==> src/rtl/iterative_muldiv_unit.sv <==
// Iterative RV32M multiply/divide execute unit (radix-2).
// One shift-add (multiply) or one restoring-subtract (divide) per cycle, so every op has the
// same fixed latency. Operands are reduced to magnitudes at accept time. All iteration is
// unsigned. Sign correction happens once, in the FIX cycle.
//
// Ports:
//   clock      rising-edge clock
//   reset      asynchronous active-high reset, clears all state
//   start      request, accepted only in IDLE and only when flush=0
//   flush      synchronous abort of an in-flight op; in IDLE it blocks start
//   op         funct3: 0 MUL, 1 MULH, 2 MULHSU, 3 MULHU, 4 DIV, 5 DIVU, 6 REM, 7 REMU
//   operand_a  rs1 (multiplicand / dividend)
//   operand_b  rs2 (multiplier / divisor)
//   busy       state != IDLE
//   done       registered one-cycle pulse, result valid
//   result     registered result, held until the next done
module iterative_muldiv_unit #(
  parameter int unsigned WIDTH = 32
) (
  input  logic             clock,
  input  logic             reset,
  input  logic             start,
  input  logic             flush,
  input  logic [2:0]       op,
  input  logic [WIDTH-1:0] operand_a,
  input  logic [WIDTH-1:0] operand_b,
  output logic             busy,
  output logic             done,
  output logic [WIDTH-1:0] result
);

  localparam logic [1:0] StIdle = 2'd0;
  localparam logic [1:0] StRun  = 2'd1;
  localparam logic [1:0] StFix  = 2'd2;

  localparam int unsigned CntW = $clog2(WIDTH);
  localparam logic [CntW-1:0] CntLast = CntW'(WIDTH - 1);

  logic [1:0]       state_q, state_d;
  logic [2:0]       op_q, op_d;
  logic [CntW-1:0]  cnt_q, cnt_d;
  // hi/lo form one 2*WIDTH shift register.
  // mul: {product high, multiplier shifting out / product low}
  // div: {partial remainder, dividend shifting out / quotient shifting in}
  logic [WIDTH-1:0] hi_q, hi_d;
  logic [WIDTH-1:0] lo_q, lo_d;
  logic [WIDTH-1:0] opb_q, opb_d;     // multiplicand magnitude or divisor magnitude
  logic             neg_q, neg_d;     // negate the selected result in FIX
  logic             done_q, done_d;
  logic [WIDTH-1:0] result_q, result_d;

  // Accept-time decode.
  logic             is_div;
  logic             a_signed, b_signed, a_neg, b_neg, b_zero;
  logic [WIDTH-1:0] mag_a, mag_b;
  logic             neg_new;

  // Iteration datapath.
  logic [WIDTH:0]   mul_sum;
  logic [WIDTH:0]   div_shift;
  logic [WIDTH:0]   div_diff;

  // Sign-correction datapath.
  logic [2*WIDTH-1:0] prod_raw, prod_fix;
  logic [WIDTH-1:0]   quo_fix, rem_fix, fix_val;

  always_comb begin
    is_div   = op[2];
    a_signed = (op == 3'd1) || (op == 3'd2) || (op == 3'd4) || (op == 3'd6);
    b_signed = (op == 3'd1) || (op == 3'd4) || (op == 3'd6);
    a_neg    = a_signed && operand_a[WIDTH-1];
    b_neg    = b_signed && operand_b[WIDTH-1];
    b_zero   = (operand_b == '0);
    mag_a    = a_neg ? -operand_a : operand_a;
    mag_b    = b_neg ? -operand_b : operand_b;
    case (op)
      3'd1, 3'd2: neg_new = a_neg ^ b_neg;
      // Divide by zero returns all ones unsigned, so the quotient sign must not flip it.
      3'd4:       neg_new = (a_neg ^ b_neg) && !b_zero;
      3'd6:       neg_new = a_neg;  // remainder takes the dividend's sign
      default:    neg_new = 1'b0;
    endcase
  end

  always_comb begin
    mul_sum   = {1'b0, hi_q} + (lo_q[0] ? {1'b0, opb_q} : '0);
    div_shift = {hi_q, lo_q[WIDTH-1]};
    div_diff  = div_shift - {1'b0, opb_q};
  end

  always_comb begin
    prod_raw = {hi_q, lo_q};
    prod_fix = neg_q ? -prod_raw : prod_raw;
    quo_fix  = neg_q ? -lo_q : lo_q;
    rem_fix  = neg_q ? -hi_q : hi_q;
    case (op_q)
      3'd0:       fix_val = prod_fix[WIDTH-1:0];
      3'd1, 3'd2,
      3'd3:       fix_val = prod_fix[2*WIDTH-1:WIDTH];
      3'd4, 3'd5: fix_val = quo_fix;
      default:    fix_val = rem_fix;
    endcase
  end

  always_comb begin
    state_d  = state_q;
    op_d     = op_q;
    cnt_d    = cnt_q;
    hi_d     = hi_q;
    lo_d     = lo_q;
    opb_d    = opb_q;
    neg_d    = neg_q;
    done_d   = 1'b0;
    result_d = result_q;
    case (state_q)
      StIdle: begin
        if (start && !flush) begin
          op_d    = op;
          cnt_d   = '0;
          hi_d    = '0;
          lo_d    = is_div ? mag_a : mag_b;
          opb_d   = is_div ? mag_b : mag_a;
          neg_d   = neg_new;
          state_d = StRun;
        end
      end
      StRun: begin
        if (flush) begin
          state_d = StIdle;
        end else begin
          if (op_q[2]) begin
            // Restoring step: keep the difference only when it did not borrow.
            if (!div_diff[WIDTH]) begin
              hi_d = div_diff[WIDTH-1:0];
              lo_d = {lo_q[WIDTH-2:0], 1'b1};
            end else begin
              hi_d = div_shift[WIDTH-1:0];
              lo_d = {lo_q[WIDTH-2:0], 1'b0};
            end
          end else begin
            hi_d = mul_sum[WIDTH:1];
            lo_d = {mul_sum[0], lo_q[WIDTH-1:1]};
          end
          cnt_d = cnt_q + CntW'(1);
          if (cnt_q == CntLast) begin
            state_d = StFix;
          end
        end
      end
      StFix: begin
        state_d = StIdle;
        if (!flush) begin
          result_d = fix_val;
          done_d   = 1'b1;
        end
      end
      default: state_d = StIdle;
    endcase
  end

  always_ff @(posedge clock or posedge reset) begin
    if (reset) begin
      state_q  <= StIdle;
      op_q     <= '0;
      cnt_q    <= '0;
      hi_q     <= '0;
      lo_q     <= '0;
      opb_q    <= '0;
      neg_q    <= 1'b0;
      done_q   <= 1'b0;
      result_q <= '0;
    end else begin
      state_q  <= state_d;
      op_q     <= op_d;
      cnt_q    <= cnt_d;
      hi_q     <= hi_d;
      lo_q     <= lo_d;
      opb_q    <= opb_d;
      neg_q    <= neg_d;
      done_q   <= done_d;
      result_q <= result_d;
    end
  end

  assign busy   = (state_q != StIdle);
  assign done   = done_q;
  assign result = result_q;

endmodule

==> config.mk <==
export PLATFORM = sky130hd
export DESIGN_NAME = iterative_muldiv_unit
export DESIGN_NICKNAME = d
export VERILOG_FILES = /design/src/rtl/iterative_muldiv_unit.sv
export SDC_FILE = /design/constraint.sdc
export NUM_CORES = 1
export LEC_CHECK = 0
export ABC_AREA = 1
export CAP_MARGIN = 10
export CELL_PAD_IN_SITES_DETAIL_PLACEMENT = 1
export CELL_PAD_IN_SITES_GLOBAL_PLACEMENT = 1
export CORE_UTILIZATION = 38
export DETAILED_ROUTE_END_ITERATION = 6
export PLACE_DENSITY_LB_ADDON = 0.25
export RECOVER_POWER = 25
export SLEW_MARGIN = 25
export SYNTH_ARGS = -nofsm -noshare
export SYNTH_HDL_FRONTEND = slang
export SYNTH_SLANG_ARGS = --single-unit
==> constraint.sdc <==
create_clock -name clock -period 5.27 [get_ports clock]
set_clock_uncertainty 0.2 [all_clocks]
set_input_delay 1.054 -clock clock [delete_from_list [all_inputs] [get_ports clock]]
set_output_delay 1.054 -clock clock [all_outputs]
set_load 0.1 [all_outputs]
==> impl_metrics.tcl <==
set metrics [dict create \
    cts_setup_buffers 0 \
    hold_violations 0 \
    period_share_pct 79.06 \
    cp_slowest_stage_delay_ns 1.30 \
    synth_enable_flop_cells 0 \
    cap_violations 2 \
    cts_hold_buf 0 \
    h-tree-depth 4 \
    syn-cell-area_um2 17070 \
    cp_cell_sequence "dlygate4sd3_1, clkinvlp_2, clkbuf_2, buf_4" \
    arrival_ns 4.62 \
    min_delay_path_depth 2 \
    hpwlAfterDp_um 68110 \
    syn_nets 3179 \
    violations "capacitance limit, slew limit" \
    synth_cells 3036 \
    r2r-start "lo_q[31]" \
    worst-path-stages 4 \
    yosysSeqAreaShare_pct 20.53 \
    clock-root-buffer "clkbuf_16" \
    port_buffers 104 \
    cp_num_buf_inv 4 \
    rows 77 \
    n_antenna_cell 0 \
    chipWidth_um 213.9 \
    grt_pass1_wl_um 126600 \
    hp-start "result[11]" \
    crit_path_end_kind "async pin" \
    holdWs_ns 0.2764 \
    drive_gt1_share_pct 4.538 \
    timing.rr.end "hi_q[14]" \
    tns_ns 0 \
    totalWireLength_um 83980 \
    initial_core_util_pct 38.60 \
    syn_to_final_growth_pct 12.81 \
    crit_path_max_fanout 55 \
    worstMarginPinSlew_ns 1.977 \
    syn_avg_cell_area_um2 5.622 \
    antenna_found_initial 3 \
    cts_inserted_buffers 17 \
    drv_slew 96 \
    grt_pass1_vias 20940 \
    cts_resized 0 \
    fin_total_pwr_w 0.009643 \
    via_per_inst 5.685 \
    cp_data_required_time_ns 5.72 \
    relSlewSlack_pct -32.50 \
    wl_per_cell_um 22.70 \
    ios 105 \
    async_reset_ff_share_pct 100.0 \
    overflow 0 \
    post-route-util_pct 43.54 \
    grt_max_degree 94 \
    via_count 21030 \
    power_density_nw_per_um2 500.8 \
    startpoint_type "input pin" \
    drcViolationCount 0 \
    fin_nets 3237 \
    drt_iter0_drc 1741 \
    peakVddDrop_uv 330.7 \
    path_delay_family "buffers and inverters" \
    cts_tree "yes" \
    synth_cell_types 60 \
    rsz0062_at_grt "no" \
    setup_viol 0 \
    path_clk_slew_ns 0.06 \
    firstDrtPassIters 6 \
    r2r_setup_slack_ns 1.48 \
    core_area_um2 44220 \
    clock.fmax_mhz 240.0 \
    die_y_um 213.9 \
    path_class "input pin to async pin" \
    status "complete, but fails checks" \
    grt_use_total_pct 36.45 \
    antenna_left 0 \
    synth-seq-cells 140 \
    die-area_um2 45770 \
    place_congestion 0.9808 \
    cts_buffer_depth 2 \
    hold_end "result[11]" \
    leakagePower_nw 10.03 \
    synth_ff_type "dfrtp_1" \
    synth_warnings 0 \
    clk_latency_ns 0.50 \
    period_needed_ns 4.167 \
    crit_slowest_cell "clkbuf_2" \
    r2r_cells 18 \
    hold_path_class "flop to flop" \
    cts.sinks 140 \
]
## logic make-up (layout without fill, tap and decap cells)
group,Yosys count,in the layout,synth area share [%]
compound gates,479,479,15.62
fa+ha+maj,72,72,5.366
simple gates,1755,1755,43.32
buf+inv,531,602,12.14
xor+xnor,59,59,3.028
flops,140,140,20.53
## cell usage in the layout, fill, tap and decap left out, types with 17 or more instances in the layout
cell type and n:
ha_1 70, buf_4 34, clkbuf_16 17, nor3_1 26, inv_1 416, nand3_1 294
nand2_1 963, nand3b_1 18, dfrtp_1 139, clkdlybuf4s50_1 103, nand4_1 25, a21oi_1 184
xor2_1 43, nor2_1 355, o21ai_0 195
## per-stage QoR
step | area, um2 | std cells | setup WS, ns
floorplan | 17070 | 3036 | 0.2631
global placement | 18680 | 3666 | 1.471
detailed placement | 18680 | 3666 | 1.427
CTS | 19250 | 3698 | 1.523
global route | 19250 | 3699 | 0.6446
finish | 19250 | 3699 | 1.103
## synth_stat cells (15+ instances only)
master	count	area, um2
inv_1	419	1573
buf_2	25	125.1
nor2_1	357	1340
xnor2_1	16	140.1
nand3_1	294	1471
dfrtp_1	140	3503
o21ai_0	195	975.9
xor2_1	43	376.6
a21oi_1	185	925.9
o211ai_1	16	120.1
nand4_1	25	156.4
nor3_1	27	135.1
or2_2	15	93.84
ha_1	70	875.8
clkbuf_1	60	225.2
nand2_1	963	3615
o221ai_1	16	140.1
nand3b_1	18	135.1
## tightest hold or removal path, stage by stage, from the launching register on
cell	delay (ns)
dfrtp_1	0.34
nand2_1	0.05
nand2_1	0.05
## worst max path at each step
| stage | start | end | slack, ns |
|---|---|---|---|
| after detailed placement | flush | lo_q[27] | 1.43 |
| after floorplan | reset | cnt_q[0] | 0.26 |
| after global placement | flush | lo_q[27] | 1.47 |
| final | reset | hi_q[17] | 1.10 |
| after CTS | lo_q[31] | hi_q[14] | 1.52 |
| after global routing | reset | hi_q[17] | 0.64 |
## power breakdown
group          internal (W)  switching, W
Clock              0.000666      0.000604
Combinational       0.00191       0.00456
Sequential          0.00132      0.000578
## sequential cells by signal, indices dropped and copies added, names as in the netlist
register and cells:
done 1, op_q 3, neg_q 1, state_q 2, hi_q 32, result 32
opb_q 32, cnt_q 5, lo_q 32
## cell type report
cell class	count	area, um2
fillers	6232	24970
well taps	592	740.7
multi-input cells	2365	11510
clock buffers	18	429.2
inverters	431	1619
repair buffers	139	1301
clock inverters	14	148.9
flip-flops and latches	140	3505
## metal layers
layer | track usage (%) | vias to the layer above | routed length (um)
met3 | 6.254 | 163 | 5822
met5 | 0 | - | 23
li1 | - | 9855 | -
met2 | 59.16 | 773 | 38200
met4 | 16.35 | 4 | 3833
met1 | 47.20 | 10230 | 36100
Power figures use the tool's default switching activity.
